--- src/rtl/input_vector_sequencer.sv ---
// ============================================================================
//  Module   : input_vector_sequencer
//  Purpose  : Upstream feeder for LINEAR_LAYER. Captures one input vector of
//             NUM_UNKNOWNS extended-float words through a valid/ready load
//             port, then replays the vector element by element NUM_PASSES
//             times (once per output neuron) onto INPUT_SCALER. FIRST/LAST
//             frame each pass so the accumulator can clear and emit.
//  Revision : 1.0 - initial release
// ----------------------------------------------------------------------------
//  Ports
//    CLK          in   system clock, rising edge
//    RESET        in   asynchronous, active-low reset
//    LOAD_DATA    in   vector element being loaded ({exception bits, IEEE word})
//    LOAD_VALID   in   LOAD_DATA valid
//    LOAD_READY   out  element is accepted this cycle (state LOAD)
//    START        in   begin streaming the buffered vector (WAIT_START only)
//    HOLD         in   downstream stall; freezes streaming
//    INPUT_SCALER out  element to LINEAR_LAYER
//    SCALER_VALID out  INPUT_SCALER valid this cycle
//    FIRST        out  element index 0 of a pass (accumulator clear)
//    LAST         out  element index NUM_UNKNOWNS-1 of a pass
//    PASS_IDX     out  pass number of the current output
//    BUSY         out  state is not LOAD
//    DONE         out  one-cycle pulse, coincident with the final LAST
// ============================================================================
`default_nettype none

module input_vector_sequencer #(
  parameter int BIT_WIDTH    = 32,
  parameter int EXTRA_BITS   = 2,
  parameter int NUM_UNKNOWNS = 2,
  parameter int NUM_PASSES   = 2,
  localparam int WORD_W      = BIT_WIDTH + EXTRA_BITS,
  localparam int PASS_W      = (NUM_PASSES > 1) ? $clog2(NUM_PASSES) : 1
) (
  input  logic              CLK,
  input  logic              RESET,
  input  logic [WORD_W-1:0] LOAD_DATA,
  input  logic              LOAD_VALID,
  output logic              LOAD_READY,
  input  logic              START,
  input  logic              HOLD,
  output logic [WORD_W-1:0] INPUT_SCALER,
  output logic              SCALER_VALID,
  output logic              FIRST,
  output logic              LAST,
  output logic [PASS_W-1:0] PASS_IDX,
  output logic              BUSY,
  output logic              DONE
);

  localparam int IDX_W = (NUM_UNKNOWNS > 1) ? $clog2(NUM_UNKNOWNS) : 1;

  localparam logic [IDX_W-1:0]  LAST_ELEM = IDX_W'(NUM_UNKNOWNS - 1);
  localparam logic [PASS_W-1:0] LAST_PASS = PASS_W'(NUM_PASSES - 1);

  localparam logic [1:0] ST_LOAD   = 2'd0;
  localparam logic [1:0] ST_WAIT   = 2'd1;
  localparam logic [1:0] ST_STREAM = 2'd2;
  localparam logic [1:0] ST_DONE   = 2'd3;

  logic [1:0]        state;
  logic [IDX_W-1:0]  load_idx;
  logic [IDX_W-1:0]  elem_idx;
  logic [PASS_W-1:0] pass_idx;
  logic [WORD_W-1:0] vec_buf [NUM_UNKNOWNS];

  logic load_fire;

  // Status outputs decode straight from the state register so that an
  // asynchronous reset clears them without waiting for a clock edge.
  assign LOAD_READY = (state == ST_LOAD);
  assign BUSY       = (state != ST_LOAD);
  assign DONE       = (state == ST_DONE);

  assign load_fire  = (state == ST_LOAD) && LOAD_VALID;

  // --------------------------------------------------------------------------
  // Vector buffer: one register per element, written only while loading.
  // --------------------------------------------------------------------------
  generate
    for (genvar i = 0; i < NUM_UNKNOWNS; i++) begin : g_buf
      always_ff @(posedge CLK or negedge RESET) begin
        if (!RESET) begin
          vec_buf[i] <= '0;
        end else if (load_fire && (load_idx == IDX_W'(i))) begin
          vec_buf[i] <= LOAD_DATA;
        end
      end
    end
  endgenerate

  // --------------------------------------------------------------------------
  // Control FSM, counters and registered stream outputs.
  // --------------------------------------------------------------------------
  always_ff @(posedge CLK or negedge RESET) begin
    if (!RESET) begin
      state        <= ST_LOAD;
      load_idx     <= '0;
      elem_idx     <= '0;
      pass_idx     <= '0;
      INPUT_SCALER <= '0;
      SCALER_VALID <= 1'b0;
      FIRST        <= 1'b0;
      LAST         <= 1'b0;
      PASS_IDX     <= '0;
    end else begin
      case (state)
        ST_LOAD: begin
          if (LOAD_VALID) begin
            if (load_idx == LAST_ELEM) begin
              load_idx <= '0;
              state    <= ST_WAIT;
            end else begin
              load_idx <= load_idx + IDX_W'(1);
            end
          end
        end

        ST_WAIT: begin
          if (START) begin
            elem_idx <= '0;
            pass_idx <= '0;
            state    <= ST_STREAM;
          end
        end

        ST_STREAM: begin
          if (HOLD) begin
            // Stall: drop the qualifiers but keep data/pass index stable.
            SCALER_VALID <= 1'b0;
            FIRST        <= 1'b0;
            LAST         <= 1'b0;
          end else begin
            INPUT_SCALER <= vec_buf[elem_idx];
            SCALER_VALID <= 1'b1;
            FIRST        <= (elem_idx == '0);
            LAST         <= (elem_idx == LAST_ELEM);
            PASS_IDX     <= pass_idx;
            if (elem_idx == LAST_ELEM) begin
              elem_idx <= '0;
              if (pass_idx == LAST_PASS) begin
                // Final element is registered now; DONE lines up with it.
                pass_idx <= '0;
                state    <= ST_DONE;
              end else begin
                pass_idx <= pass_idx + PASS_W'(1);
              end
            end else begin
              elem_idx <= elem_idx + IDX_W'(1);
            end
          end
        end

        ST_DONE: begin
          // HOLD is deliberately not consulted here.
          SCALER_VALID <= 1'b0;
          FIRST        <= 1'b0;
          LAST         <= 1'b0;
          state        <= ST_LOAD;
        end

        default: begin
          state <= ST_LOAD;
        end
      endcase
    end
  end

endmodule

`default_nettype wire

--- config.mk ---
export PLATFORM = sky130hd
export DESIGN_NAME = input_vector_sequencer
export DESIGN_NICKNAME = d
export VERILOG_FILES = /design/src/rtl/input_vector_sequencer.sv
export SDC_FILE = /design/constraint.sdc
export NUM_CORES = 1
export LEC_CHECK = 0
export CORE_UTILIZATION = 30
export DETAILED_ROUTE_END_ITERATION = 10
export GPL_ROUTABILITY_DRIVEN = 1
export PLACE_DENSITY = 0.57
export SYNTH_ARGS = -nofsm -noshare
export SYNTH_HDL_FRONTEND = slang
export SYNTH_SLANG_ARGS = --single-unit
--- constraint.sdc ---
create_clock -name CLK -period 3.9 [get_ports CLK]
set_clock_uncertainty 0.15 [all_clocks]
set_input_delay 0.78 -clock CLK [delete_from_list [all_inputs] [get_ports CLK]]
set_output_delay 0.78 -clock CLK [all_outputs]
set_load 0.05 [all_outputs]
[Word level (Yosys, flattened, before mapping)]
Cells that the tools add are included.
Storage, ports and cells
  register bits after elaboration: 111
  bits of input ports: 39
  output and inout port bits: 41
  logic and storage cells: 65
Operators by class
  add/sub/neg operators: 3
  $lt $le $gt $ge: 1
  equal/unequal tests: 9
  mux-type cells: 25
  bitwise gates (word level): 4
  reductions and logical operators: 12
Operators with widths (count)
  34-bit two-way mux: 3
  2-bit two-way mux: 6
  1-bit two-way mux: 10
  2-bit inequality test, second input constant: 5
  1-bit one-hot mux with 2 select lines: 5
  2-bit one-hot mux with 4 select lines: 1
  6-bit AND reduction: 1
  2-bit nonzero test: 3
  2-bit equality test, second input constant: 2
  2-bit AND reduction: 2
  4-bit AND reduction: 1
  1-bit adder, second input constant: 3
  1-bit logical AND: 3
  1-bit NOT: 3
  3-bit AND reduction: 1
  2-bit by 1-bit equality test with 1-bit output, second input constant: 1
  2-bit >= comparator, second input constant: 1
  2-bit logical NOT: 1
  2-bit by 1-bit inequality test with 1-bit output, second input constant: 1
  1-bit NOT with 2-bit output: 1

[Logic depth before layout (Yosys ltp)]
Gate-level depths: netlist of run 1.
  depth in word-level cells: 5
  mapped depth: 7
  gate-level depth less buffers: 6

[Worst setup path before layout of run 1]
No wires, ideal clock.
  path kind: reg-to-output
  start point: register state[0]
  end point: output port BUSY
  arrival time: 1415 ps
  required time: 2970 ps
  slack: 1555 ps
  cell stages (with the launch flop): 4
  buffers on the path: 0
  path through: dfrtp_1 > inv_1 > ha_1 > inv_1
On the way
  longest elaborated chain between the ends: 1
RTL lines
  from (decl): line 62  | logic [1:0] state;
  from (signal assigned): line 98  | state <= ST_LOAD;
  from (signal assigned): line 113  | state <= ST_WAIT;
  from (signal assigned): line 124  | state <= ST_STREAM;
  2-bit nonzero test: line 73  | assign BUSY = (state != ST_LOAD);
  to (decl): line 48  | output logic BUSY,
Every way passes these cells.

[Worst setup path in the final report of run 1]
  start point: register state[0]
  end point: output port LOAD_READY
On the way
  longest elaborated chain between the ends: 1
RTL lines
  2-bit logical NOT: line 72  | assign LOAD_READY = (state == ST_LOAD);
  to (decl): line 40  | output logic LOAD_READY,
Every way passes these cells.

==> results.md, run 1 <==
- The die extent in y is approximately 130 µm.
- After detailed routing, the number of remaining DRC violations is 0.
- After detailed placement, the total cell area comes to approximately 0.0057 mm².
- The tree is rooted in a clkbuf_16.
- In this run the worst path has a maximum fanout of 5.
- The worst path required time is a little under 3 ns.
- The floorplan step set the die width to between 100 and 150 µm.
- The worst pin sits at a relative slew slack of 0.505.
- Tracing the worst setup path back leads to its startpoint at state[0].
- The max capacitance violation total is 0.
- The total number of placement rows is 45.
- Yosys printed 0 warnings.
- The clock period could shrink to 3.02 ns.
- The run finished with clean final reports.
- The overall routed net length is about 9400 µm.
- The number of antenna violations at the first check in global routing was 0.
- The routed length per placed instance is about 15 µm.
- The die covers roughly 0.016 mm².
- The leakage power is ~2.7 nW.
- For hold timing, the worst endpoint is INPUT_SCALER[19].
- The post-synthesis instance total is between 300 and 400.
- The depth of the CTS H-tree is 3.
- The distinct cell type count of the synthesized netlist is 21.
- Once detailed placement completed, the half-perimeter wirelength came to roughly 6300 µm.
- The global placement routability congestion is approximately 0.74.
- The share of synthesized area in the top cell type comes to 0.592.
- The starting utilization of the core area is 0.308.
- Summing all flip-flop and latch instances after layout gives between 0.002 and 0.003 mm².
- The post-CTS resize count is 0.
- In the finished design, the share of the clock period the worst path needs comes to 0.775.
- After synthesis the cells add up to around 0.0047 mm².
- The post-route antenna net violation count is 0.
- In this run the worst hold path is classified as flop to flop.
- The setup path with the least slack is of type flop to output port.
- The final count of pins violating max slew is 0.
- After synthesis, the most frequently instantiated cells are dfrtp_1, mux2_2, nand2_1, mux2i_1, o21ai_0.
- The number of sinks on the clock net is between 100 and 150.
- The maximum number of buffers from clock root to sink is 2.
- The number of global-route vias before repair is around 3000.
- The post-CTS setup repair buffer count is 0.
- Setup repair after global routing left no endpoint under its margin.
- The depth of the worst register-to-register path is 6.
- The most common cell in the synthesized netlist is dfrtp_1.
- The post-layout net count is between 400 and 500.
- During I/O placement, the number of pins put on the boundary was 80.
- The number of flops mapped to enable cells by yosys is 0.
- Along the worst hold path, the cell count comes to 2.
- The TritonCTS buffer count is 9.
- The reg-to-reg critical path startpoint is state[0].
- For this run, the share of the core covered by cells in the final layout is 0.396.
- The post-synthesis net count is 388.
- Of the cells placed in the final design, the portion with a size suffix greater than 1 is 0.232.
- The number of buffers inserted by hold repair at cts is 0.
- After clock tree synthesis, the clock-pin slew on the worst setup and hold paths is 0.07 ns.
- After routing the design area is around 0.006 mm².
- The total global-route track usage is 0.128.
- The area growth from synthesis to layout is 28.6%.
- The total number of vias is around 2800.
- The wire length of the first global-routing pass is between 15000 and 20000 µm.
- After global routing the overflow that remains totals 0.
- The setup TNS is 0 ns.
- For this run, asynchronously set or reset flops after synthesis account for 1.00.
- Counting the fill cells in the layout gives 1485.
- STA classifies the critical path startpoint as a flop.
- The synthesized area divided by synthesized cell count is roughly 14 µm².
- For the pin with the worst max-slew slack, the measured transition is about 0.74 ns.
- The total of flip-flops plus latches after synthesis is 111.
- The worst register-to-register path has a setup slack of between 1 and 1.5 ns.
- The fraction of the yosys area taken by sequential cells is 0.592.
- 0 antenna diodes ended up in the layout.
- TritonCTS built the clock tree.
- The maximum clock frequency is 0.331 GHz.
- The largest total area in the synthesized netlist belongs to dfrtp_1.
- The power density relative to cell area is 899 mW/mm².
- The start point of the worst min-delay path is INPUT_SCALER[19].
- For the worst-skew pair, the clock arrives at the later sink with an insertion delay of 0.35 ns.
- The initial DRC count is 119.
- The number of vias per cell is approximately 4.3.
- By area the synthesized netlist is led by dfrtp_1, mux2_2, mux2_4, mux2i_1, o21ai_0.
- Entering global routing, the biggest net connects between 50 and 60 pins.
- The endpoint identified for the worst register-to-register timing path is vec_buf[58].
- In this run the tool buffered the top-level ports with 79 buffer cells.
- Setup violations remaining at the end of the flow were counted as 0.
- The worst-case IR drop observed on VDD is between 0.3 and 0.4 mV.
- The core region is about 0.015 mm².
- STA classifies the critical path endpoint as an output port.
- The final-report hold violation count was 0.
- The area of the multi-input gates is 0.00179 mm².
- STA puts the critical path data arrival time at between 2 and 2.5 ns.
- The first detailed-routing pass ran for 4 iterations.
- The most used flip-flop cell after synthesis is dfrtp_1.
## state kept, by name, summed over array words and instances (netlist names)
name / count
LAST: 1
pass_idx: 1
vec_buf: 68
elem_idx: 1
state: 2
FIRST: 1
PASS_IDX: 1
INPUT_SCALER: 34
SCALER_VALID: 1
load_idx: 1
## worst max path at each step
stage / endpoint / cells after the start
after floorplan: BUSY / 3
after global placement: vec_buf[50] / 5
after detailed placement: vec_buf[50] / 5
after CTS: LOAD_READY / 3
after global routing: LOAD_READY / 3
final: LOAD_READY / 3
## layout make-up
class                      instances  share of cell area
sequential                       111               0.460
tap                              211              0.0437
timing repair buffer              86               0.141
inverter                           6             0.00373
clock inverter                     5              0.0133
multi-input combinational        208               0.296
clock buffer                      11              0.0419
## kinds of logic after synthesis
family	count (synthesis)	share of synthesized area
mux	108	0.272
flops	111	0.592
fa+ha+maj	6	0.0160
buf+inv	24	0.0293
simple gates	53	0.0451
compound gates	41	0.0453
## critical path, cell delays in order, from the launching register on
cell and delay [ns]:
dfrtp_1 0.40, inv_1 0.15, ha_1 0.34, clkdlybuf4s50_1 0.86
## power by group
part	internal, mW	switching, mW	total (mW)
clock	0.597	0.418	1.01
combinational	1.09	1.28	2.36
sequential	1.71	0.342	2.05
## cells in the final DEF (no fill, tap or decap), types with 2 or more instances in the layout
cell	count
clkbuf_8	2
buf_4	7
bufinv_16	2
clkbuf_16	9
o21ai_0	37
clkdlybuf4s50_1	78
dfrtp_1	110
inv_1	6
nor2b_1	2
mux2_2	42
mux2i_1	37
clkinvlp_4	2
nor2_1	5
nand2_1	41
ha_1	6
mux2_4	29
## metrics by stage
stage,hold slack (ns),worst slack [ns],cells,power (mW)
final,0.327,0.879,638,5.43
after floorplan,0.329,1.55,343,3.76
after CTS,0.338,0.848,638,5.50
after detailed placement,0.322,0.936,622,4.47
after global routing,0.358,0.827,638,5.78
after global placement,0.310,0.930,622,4.40
## layer usage
layer	wire, µm	GRT usage	part of all wire
met2	4160	0.198	0.44
met1	4640	0.170	0.50
met3	401	0.0322	0.043
met5	0	0	0
met4	159	0.0546	0.017
Note: power is estimated with default switching activity, not from simulation.
==> run 2: changes to the inputs <==
==> constraint.sdc (replaced) <==
create_clock -name CLK -period 2.86 [get_ports CLK]
set_clock_uncertainty 0.15 [all_clocks]
set_input_delay 0.572 -clock CLK [delete_from_list [all_inputs] [get_ports CLK]]
set_output_delay 0.572 -clock CLK [all_outputs]
set_load 0.05 [all_outputs]
==> run 2 against run 1 <==
Against the previous run: via count grew 1.7%; worst setup slack worse by 0.77 ns; register-to-register slack worse by 0.63 ns; utilization is 0.082 points higher; global-route usage down 0.078 points; sequential power is 35% higher; critical path type unchanged; largest cell class unchanged; largest power group unchanged.
==> results.md, run 2 (synthesis results as in run 1) <==
- The flow ran to the end, and the final reports show no timing, DRC or antenna violations.
- The uppermost layer routed is met4.
- Using the TritonRoute via totals, the vias-per-cell ratio works out to 4.39.
- The number of antenna violations at the first check in global routing is 0.
- After detailed routing, the total wire length is around 9300 µm.
- STA classifies the critical path startpoint as a flop.
- The total chip power is ~7.3 mW.
- Walking the worst path, the cells encountered are inv_1 -> ha_1 -> clkdlybuf4s50_1.
- The worst vdd rail ir drop is 0.474 mV.
- The register with the most flip-flops in the layout has between 60 and 70 of them.
- The critical path's top delay family is buffers and inverters.
- The worst path required time is 2.14 ns.
- For this design the ratio of total power to cell area is 1210 mW/mm².
- In this run the cell area measured after placement is between 0.005 and 0.006 mm².
- The die covers 0.0161 mm².
- The pin count of the biggest net entering global routing is 49.
- The starting utilization of the core area is 0.308.
- The total global-route track usage is 0.127.
- For the finished layout, the period the worst path requires is 2.75 ns.
- Summing all non-filler instances in the final layout gives an area of a little over 0.006 mm².
- After clock tree synthesis, the clock-pin slew on the worst setup and hold paths is ~0.070 ns.
- The worst hold path belongs to the class primary input to asynchronous set/reset pin.
- Compared with the post-synthesis result, the final layout area differs by 28.9%.
- The detailed router finished its first iteration with around 130 violations.
- For the worst setup path, the data arrival time is approximately 2 ns.
- The layout has ~1400 filler cells.
- In this run the vertical extent of the chip is approximately 130 µm.
- Leaving out fill and tap cells, the most frequent cell in the layout is dfrtp_1.
- The number of buffers and inverters on the critical path is 2.
- After clock tree synthesis, the setup repair step added 0 buffers.
- The routed length per placed instance is ~15 µm.
- In this run, CTS created clock tree buffers numbering 9.
- Setup repair after global routing left no endpoint under its margin.
- The leakage power is approximately 2.7 nW.
- The worst slew margin relative to its limit is 0.645.
- The floorplan core area is ~0.015 mm².
- Counting along the longest clock path gives a buffer depth of 2.
- The max capacitance violation total is 0.
- For this run, the slowest stage of the critical path takes around 0.84 ns.
- The share of the cycle needed by the critical path after routing is 0.962.
- The number of global-route vias before repair was around 2900.
- At the end of routability-driven placement, the weighted congestion stood at 0.726.
- The initialized floorplan defines 45 standard-cell rows.
- The post-route antenna net violation count is 0.
- The post-detailed-placement half-perimeter wirelength is 6230 µm.
- In the layout the commonest cells are dfrtp_1, clkdlybuf4s50_1, mux2_2.
- Setup violations remaining at the end of the flow were counted as 0.
- The net count of the finished layout is 470.
- The met2 routed wirelength is approximately 4300 µm.
- The final-report hold violation count came to 0.
- After global routing the overflow that remains totals 0.
- The setup TNS is 0 ns.
- After detailed routing, the met3 layer carries roughly 500 µm of wire.
- The routed layout has around 2800 vias.
- Clock latency on the worst-skew pair, taken at its later pin, is 0.35 ns.
- In this run the clock root is driven by a clkbuf_16.
- The count of buffers inserted at the top-level ports is 79.
- The TritonCTS clock tree is done.
- The number of buffers inserted by hold repair at cts is 0.
- The element type at the critical path end is an output port.
- The largest registers in the layout are vec_buf: 68 flops, INPUT_SCALER: 34 flops, state: 2 flops.
- 80 I/O pins were placed.
- CTS built an H-tree with a depth of 3.
- The antenna cell count is 0.
- The register with the highest flop count is vec_buf.
- The type of the worst setup path is flop to output port.
- The tightest hold margin is 0.00884 ns.
- The first global-routing pass estimated roughly 15000 µm of wire.
- For the pin with the worst max-slew slack, the measured transition is around 0.53 ns.
- After detailed routing, the number of remaining DRC violations is 0.
- The critical-path maximum fanout is 5.
- Measured along the x axis, the die boundary spans ~130 µm.
- The proportion of layout cells with a drive suffix above 1 is 0.235.
- The post-CTS resize count is 0.
- The first detailed-routing pass took 4 iterations.
- The met1 layer wirelength in the final routing is roughly 4400 µm.
- The final count of pins violating max slew was 0.
- Clock tree synthesis found a total of roughly 110 sinks.
- Static timing analysis puts the maximum clock frequency at 0.364 GHz.
- The critical path's slowest cell is clkdlybuf4s50_1.
run 2: cell types whose count changed in the layout (fill, tap and decap cells not counted):
cell / before / now
clkinvlp_4: 2 / 0
clkbuf_1: 0 / 1
buf_4: 7 / 9
bufinv_16: 2 / 1
clkinv_2: 1 / 2
buf_12: 1 / 2
clkbuf_8: 2 / 3
run 2: worst paths after layout:
check	from	endpoint	slack, ns	cells after the start
min in group CLK	INPUT_SCALER[9]	INPUT_SCALER[9]	0.33	2
worst max register to register	state[0]	vec_buf[44]	0.77	6
worst min-delay path	RESET	INPUT_SCALER[18]	0.009	1
worst min register to register	INPUT_SCALER[9]	INPUT_SCALER[9]	0.33	2
max in group asynchronous	RESET	vec_buf[2]	1.93	2
worst max-delay path	state[0]	LOAD_READY	0.11	3
run 2: final cells by class:
cell class	instances	area [µm²]	share of cell area
multi-input combinational	208	1790	0.295
timing repair buffer	89	888	0.147
sequential	111	2780	0.459
tap	211	264	0.0436
clock inverter	3	40.0	0.00662
inverter	6	22.5	0.00372
clock buffer	13	270	0.0447
run 2: power breakdown:
part           switching, mW  leakage (nW)  internal, mW
Clock                  0.546         0.156         0.749
Sequential             0.443          1.36          2.33
Combinational           1.76          1.23          1.50
run 2: layer usage:
layer,track usage,vias to the layer above
met5,0,-
met4,0.0546,0
met3,0.0436,10
met2,0.196,58
met1,0.162,1403
li1,-,1346
run 2: stage by stage:
step / std cells / util / worst slack (ns)
final: 641 / 0.396 / 0.109
after global placement: 625 / 0.376 / 0.496
after global routing: 641 / 0.396 / 0.00496
after floorplan: 343 / - / 0.623
after CTS: 641 / 0.396 / 0.0667
after detailed placement: 625 / 0.376 / 0.469
